<file path="config.mk">
export PLATFORM = sky130hd
export DESIGN_NAME = sram_req_arbiter
export DESIGN_NICKNAME = d
export VERILOG_FILES = /design/src/rtl/sram_arb_pkg.sv /design/src/rtl/tag_fifo.sv /design/src/rtl/sram_req_arbiter.sv
export SDC_FILE = /design/constraint.sdc
export NUM_CORES = 1
export LEC_CHECK = 0
export CORE_AREA = 2 2 114 116
export CTS_CLUSTER_SIZE = 8
export DETAILED_ROUTE_END_ITERATION = 8
export DIE_AREA = 0 0 116 118
export PLACE_DENSITY_LB_ADDON = 0.05
export SKIP_CTS_REPAIR_TIMING = 1
export SLEW_MARGIN = 30
export SYNTH_ARGS = -nofsm -noshare
export SYNTH_HDL_FRONTEND = slang
export SYNTH_HIERARCHICAL = 1
export SYNTH_SLANG_ARGS = --single-unit
</file>
<file path="constraint.sdc">
create_clock -name clk -period 5.95 [get_ports clk]
set_clock_uncertainty 0.05 [all_clocks]
set_input_delay 0.8925 -clock clk [delete_from_list [all_inputs] [get_ports clk]]
set_output_delay 0.8925 -clock clk [all_outputs]
set_load 0.02 [all_outputs]
</file>
<file path="src/rtl/sram_arb_pkg.sv">
// Shared constants for the like-SRAM request arbiter: FSM encodings,
// transfer-size codes and the packed-slice widths of the requester buses.
package sram_arb_pkg;

  localparam logic [0:0] IDLE  = 1'b0;
  localparam logic [0:0] GRANT = 1'b1;

  localparam logic [1:0] SZ_B = 2'd0;
  localparam logic [1:0] SZ_H = 2'd1;
  localparam logic [1:0] SZ_W = 2'd2;

  // Per-requester slice widths inside the packed request buses.
  localparam int ADDR_W = 32;
  localparam int DATA_W = 32;
  localparam int STRB_W = 4;
  localparam int SIZE_W = 2;

endpackage

</file>
<file path="src/rtl/tag_fifo.sv">
// In-order FIFO of requester tags; push and pop may occur in the same cycle,
// in which case the occupancy is unchanged and the pop returns the old head.
module tag_fifo import sram_arb_pkg::*; #(
  parameter int DEPTH = 4,
  parameter int IDW   = 2
) (
  input  logic                     clk,
  input  logic                     reset,
  input  logic                     push,
  input  logic [IDW-1:0]           push_data,
  input  logic                     pop,
  output logic [IDW-1:0]           head,
  output logic                     full,
  output logic                     empty,
  output logic [$clog2(DEPTH):0]   count
);

  localparam int PW = $clog2(DEPTH);

  logic [IDW-1:0] mem [DEPTH];
  logic [PW-1:0]  wr_ptr;
  logic [PW-1:0]  rd_ptr;
  logic           push_ok;
  logic           pop_ok;

  assign full    = (count == (PW+1)'(DEPTH));
  assign empty   = (count == '0);
  assign push_ok = push & ~full;
  assign pop_ok  = pop & ~empty;
  assign head    = mem[rd_ptr];

  // Pointers are exactly PW bits wide so they wrap at DEPTH on their own.
  always_ff @(posedge clk or posedge reset) begin
    if (reset) begin
      wr_ptr <= '0;
      rd_ptr <= '0;
      count  <= '0;
      for (int i = 0; i < DEPTH; i++) mem[i] <= '0;
    end else begin
      if (push_ok) begin
        mem[wr_ptr] <= push_data;
        wr_ptr      <= wr_ptr + PW'(1);
      end
      if (pop_ok) rd_ptr <= rd_ptr + PW'(1);
      if (push_ok && !pop_ok)      count <= count + (PW+1)'(1);
      else if (pop_ok && !push_ok) count <= count - (PW+1)'(1);
    end
  end

endmodule

</file>
<file path="src/rtl/sram_req_arbiter.sv">
// Round-robin arbiter sharing one like-SRAM master port between NREQ requesters;
// accepted grants are queued as tags so in-order responses route back correctly.
module sram_req_arbiter import sram_arb_pkg::*; #(
  parameter int NREQ  = 2,
  parameter int DEPTH = 4,
  parameter int IDW   = 2
) (
  input  logic                     clk,
  input  logic                     reset,
  input  logic [NREQ-1:0]          req,
  input  logic [NREQ-1:0]          req_wr,
  input  logic [SIZE_W*NREQ-1:0]   req_size,
  input  logic [STRB_W*NREQ-1:0]   req_wstrb,
  input  logic [ADDR_W*NREQ-1:0]   req_addr,
  input  logic [DATA_W*NREQ-1:0]   req_wdata,
  output logic [NREQ-1:0]          req_addr_ok,
  output logic [NREQ-1:0]          req_data_ok,
  output logic [DATA_W-1:0]        req_rdata,
  output logic                     m_req,
  output logic                     m_wr,
  output logic [SIZE_W-1:0]        m_size,
  output logic [STRB_W-1:0]        m_wstrb,
  output logic [ADDR_W-1:0]        m_addr,
  output logic [DATA_W-1:0]        m_wdata,
  input  logic                     m_addr_ok,
  input  logic                     m_data_ok,
  input  logic [DATA_W-1:0]        m_rdata,
  output logic [$clog2(DEPTH):0]   outstanding,
  output logic                     err,
  output logic [0:0]               fsm_state
);

  // Handshake: a request is accepted exactly in the cycle where m_req and
  // m_addr_ok are both high; a response is m_data_ok alone (no back-pressure).
  logic [0:0]     state;
  logic [IDW-1:0] grant;
  logic [IDW-1:0] rr_ptr;
  logic [IDW-1:0] pick;
  logic           pick_valid;
  logic           accept;
  logic           pop;
  logic [IDW-1:0] head;
  logic           full;
  logic           empty;

  assign fsm_state = state;
  assign req_rdata = m_rdata;
  assign accept    = m_req & m_addr_ok;
  assign pop       = m_data_ok & ~empty;

  // Lowest offset from rr_ptr wins: scan offsets high-to-low so the last hit sticks.
  always_comb begin
    pick       = '0;
    pick_valid = 1'b0;
    for (int k = NREQ - 1; k >= 0; k--) begin
      for (int j = 0; j < NREQ; j++) begin
        if (req[j] && (j == ((int'(rr_ptr) + k) % NREQ))) begin
          pick       = IDW'(j);
          pick_valid = 1'b1;
        end
      end
    end
  end

  // Master payload is a straight mux of the granted slice; zero outside GRANT.
  always_comb begin
    m_req       = 1'b0;
    m_wr        = 1'b0;
    m_size      = '0;
    m_wstrb     = '0;
    m_addr      = '0;
    m_wdata     = '0;
    req_data_ok = '0;
    for (int j = 0; j < NREQ; j++) begin
      if (state == GRANT && grant == IDW'(j)) begin
        m_req   = req[j];
        m_wr    = req_wr[j];
        m_size  = req_size[j*SIZE_W +: SIZE_W];
        m_wstrb = req_wstrb[j*STRB_W +: STRB_W];
        m_addr  = req_addr[j*ADDR_W +: ADDR_W];
        m_wdata = req_wdata[j*DATA_W +: DATA_W];
      end
      req_data_ok[j] = pop && (head == IDW'(j));
    end
  end

  always_comb begin
    req_addr_ok = '0;
    for (int j = 0; j < NREQ; j++) req_addr_ok[j] = accept && (grant == IDW'(j));
  end

  always_ff @(posedge clk or posedge reset) begin
    if (reset) begin
      state  <= IDLE;
      grant  <= '0;
      rr_ptr <= '0;
      err    <= 1'b0;
    end else begin
      if (m_data_ok && empty) err <= 1'b1;
      if (state == IDLE) begin
        // full is registered, so a pop this cycle only unblocks next cycle.
        if (pick_valid && !full) begin
          grant <= pick;
          state <= GRANT;
        end
      end else begin
        if (accept) begin
          rr_ptr <= (grant == IDW'(NREQ - 1)) ? '0 : grant + IDW'(1);
          state  <= IDLE;
        end else if (!m_req) begin
          state <= IDLE;
        end
      end
    end
  end

  tag_fifo #(
    .DEPTH (DEPTH),
    .IDW   (IDW)
  ) u_tag_fifo (
    .clk       (clk),
    .reset     (reset),
    .push      (accept),
    .push_data (grant),
    .pop       (pop),
    .head      (head),
    .full      (full),
    .empty     (empty),
    .count     (outstanding)
  );

endmodule

</file>
==> impl_results.md <==
- Final wirelength: 10000 microns
- Setup crit end kind: output port
- Inserted Diodes: 0
- TritonCTS Buffers: 3
- Min Tclk post-route: 3670 ps
- Hold Path Class: flip-flop to flip-flop
- Num ports: 293
- Vias after detailed routing: 2537
- Crit path DAT: 2720 ps
- Library cells used by synthesis: 34
- CP max FO: 50
- Post-synthesis sequential area ratio: 18.6%
- Dpl hpwl: 8290 microns
- Routed Antenna Nets: 0
- Total die area: 13700 sq um
- P&R area growth vs syn: 87.1%
- Iter 0 DRT Violations: 89
- Largest net degree at the start of global routing: 63
- Row count: 41
- Overall Global Routing Usage: 13.3%
- Nets: 648
- Crit share post-route: 61.6%
- Synth Cell Area: 2550 sq um
- Largest family of logic cells by synthesized area: multiplexers
- Compound-Gate Fraction of Synth Area: 1.52%
- Share of cells above drive strength 1: 4.99%
- Clock transition at path regs: 50 ps
- Gpl congestion: 0.822
- Unrepaired setup endpoints after global routing: false
- Crit Path Class: flip-flop to output port
- First-pass GRT wire length: 14400 microns
- Mapped Cells: 273
- Overflow after GRT: 0
- Clk buf depth: 2
- Synth Area in Adders: 3.24%
- Leakage power: 1.93 nW
- Hold Slack: 414 ps
- Fmax: 0.273 GHz
- Vias in the first global route: 2445
- Largest cells by area after synthesis: mux2i_1 28%, dfrtp_1 19%, nor2b_1 18%
- Syn_area_per_cell: 9.35 sq um
- Final Slew Violations: 0
- Design Area, Final: 4780 sq um
- CTS tree: yes
- Slew HR: 43.8%
- Worst-margin pin slew: 843 ps
- Post-synthesis mux area share: 34.4%
- Setup TNS: 0 ps
- Htree depth: 1
- Commonest non-fill, non-tap cell in the layout: clkdlybuf4s50_1
- Synthesis Warnings: 6
- Run status: completed
- Maximum VDD drop: 0.000294 V
- Share of the synthesized area in the top cell type: 28.2%
- Critical Path Start Type: flip-flop
- Synth Area in Simple Gates: 24.2%
- Die width: 116 microns
- Setup violations, final: 0
- Initial Utilization: 20.6%
- CP required: 5010 ps
- Sink Count: 19
- Initial antenna violation count: 0
- Cell Area, Placed: 4700 sq um
- Fill count: 1283
- Final WS setup: 2280 ps
- Flops & latches, synth: 19
- Most frequent cells in the layout: 228 x clkdlybuf4s50_1, 73 x nor2b_1, 72 x mux2i_1
- Setup Slack @ Placement: 2490 ps
- Max cap viols: 0
- Die Y: 118 microns
- DR DRC count: 0
- Yosys top cell by area: mux2i_1
- Core area: 12400 sq um
- Worst-skew pair later-pin latency: 250 ps
- P per Cell Area: 411 nW/um^2
- Wirelength per Cell: 15.8 microns
- DRT Pass-1 Iters: 4
- Hold Vio Cnt, Final: 0
- Number of port buffers: 228
- CTS root buffer: clkbuf_16
- Xor and xnor area share after synthesis: 2.06%
- Vias per std cell: 4.01
## worst paths after layout
| path | from | endpoint | slack, ps | cells after the start |
|---|---|---|---|---|
| min in group asynchronous | reset | err$_DFFE_PP0P_ | 820 | 2 |
| worst max register to register | grant[0]$_DFFE_PP0P_ | u_tag_fifo/count[2]$_DFFE_PP0P_ | 2960 | 9 |
| worst min register to register | err$_DFFE_PP0P_ | err$_DFFE_PP0P_ | 410 | 1 |
| max in group asynchronous | reset | u_tag_fifo/mem[3]$_DFFE_PP0P_ | 4460 | 2 |
| worst max-delay path | grant[0]$_DFFE_PP0P_ | m_wdata[5] | 2280 | 4 |
| worst min-delay path | err$_DFFE_PP0P_ | err$_DFFE_PP0P_ | 410 | 1 |
## per-layer routing
layer,part of all wire (%),routed length (microns),GRT usage (%)
met5,0,0,0
met3,7.4,745,2.42
met2,52,5250,25.1
met4,1.4,138,2.38
met1,39,3890,15.6
## critical path, stage by stage (launching register included)
cell and delay (ps):
dfrtp_4 970, buf_4 560, mux2i_1 140, nor2b_1 140, clkdlybuf4s50_1 630
## Yosys cell counts (all sizes together)
| cell type | number |
|---|---|
| nand2b | 2 |
| fa | 1 |
| mux4 | 2 |
| nor3b | 4 |
| clkbuf | 5 |
| mux2i | 72 |
| a211oi | 1 |
| and4 | 1 |
| o32ai | 1 |
| a31oi | 1 |
| mux2 | 10 |
| dfrtp | 19 |
| nand3b | 1 |
| nor2b | 75 |
| a21o | 1 |
| nor3 | 2 |
| nor2 | 7 |
| nand2 | 5 |
| inv | 5 |
| ha | 5 |
| xnor2 | 4 |
| buf | 44 |
| conb | 1 |
| a2bb2oi | 1 |
| and3b | 1 |
| xor2 | 2 |
## where the power goes
group / internal, mW / leakage (nW) / switching, mW
clock network: 0.0912 / 0.0382 / 0.0480
registers: 0.196 / 0.227 / 0.153
logic: 0.815 / 1.66 / 0.660
## sequential cells by signal, summed over array words and instances, names as in the netlist
register and cells:
u_tag_fifo/count 3, u_tag_fifo/wr_ptr 2, u_tag_fifo/mem 8, rr_ptr 1, err 1, grant 1, fsm_state 1, u_tag_fifo/rd_ptr 2
## cells by family after synthesis
| logic type | count (synthesis) |
|---|---|
| compound gates | 5 |
| buf+inv | 54 |
| xor+xnor | 6 |
| simple gates | 98 |
| flops | 19 |
| fa+ha+maj | 6 |
| other cells | 1 |
| mux | 84 |
## stage by stage
| step | total power [mW] | std cells | utilization [%] |
|---|---|---|---|
| after global placement | 1.85 | 629 | 37.8 |
| after global routing | 2.09 | 633 | 38.5 |
| after CTS | 2.00 | 633 | 38.5 |
| after detailed placement | 1.85 | 629 | 37.8 |
| after floorplan | 1.28 | 276 | - |
| final | 1.96 | 633 | 38.5 |
## final cells by class
| cell class | count | area [sq um] | area share, % |
|---|---|---|---|
| timing repair buffer | 230 | 2300 | 48.1 |
| multi-input combinational | 203 | 1690 | 35.3 |
| sequential | 19 | 480 | 10.1 |
| tap | 172 | 215 | 4.51 |
| clock buffer | 4 | 78.8 | 1.65 |
| inverter | 5 | 18.8 | 0.393 |
Note: power is estimated with default switching activity, not from simulation.
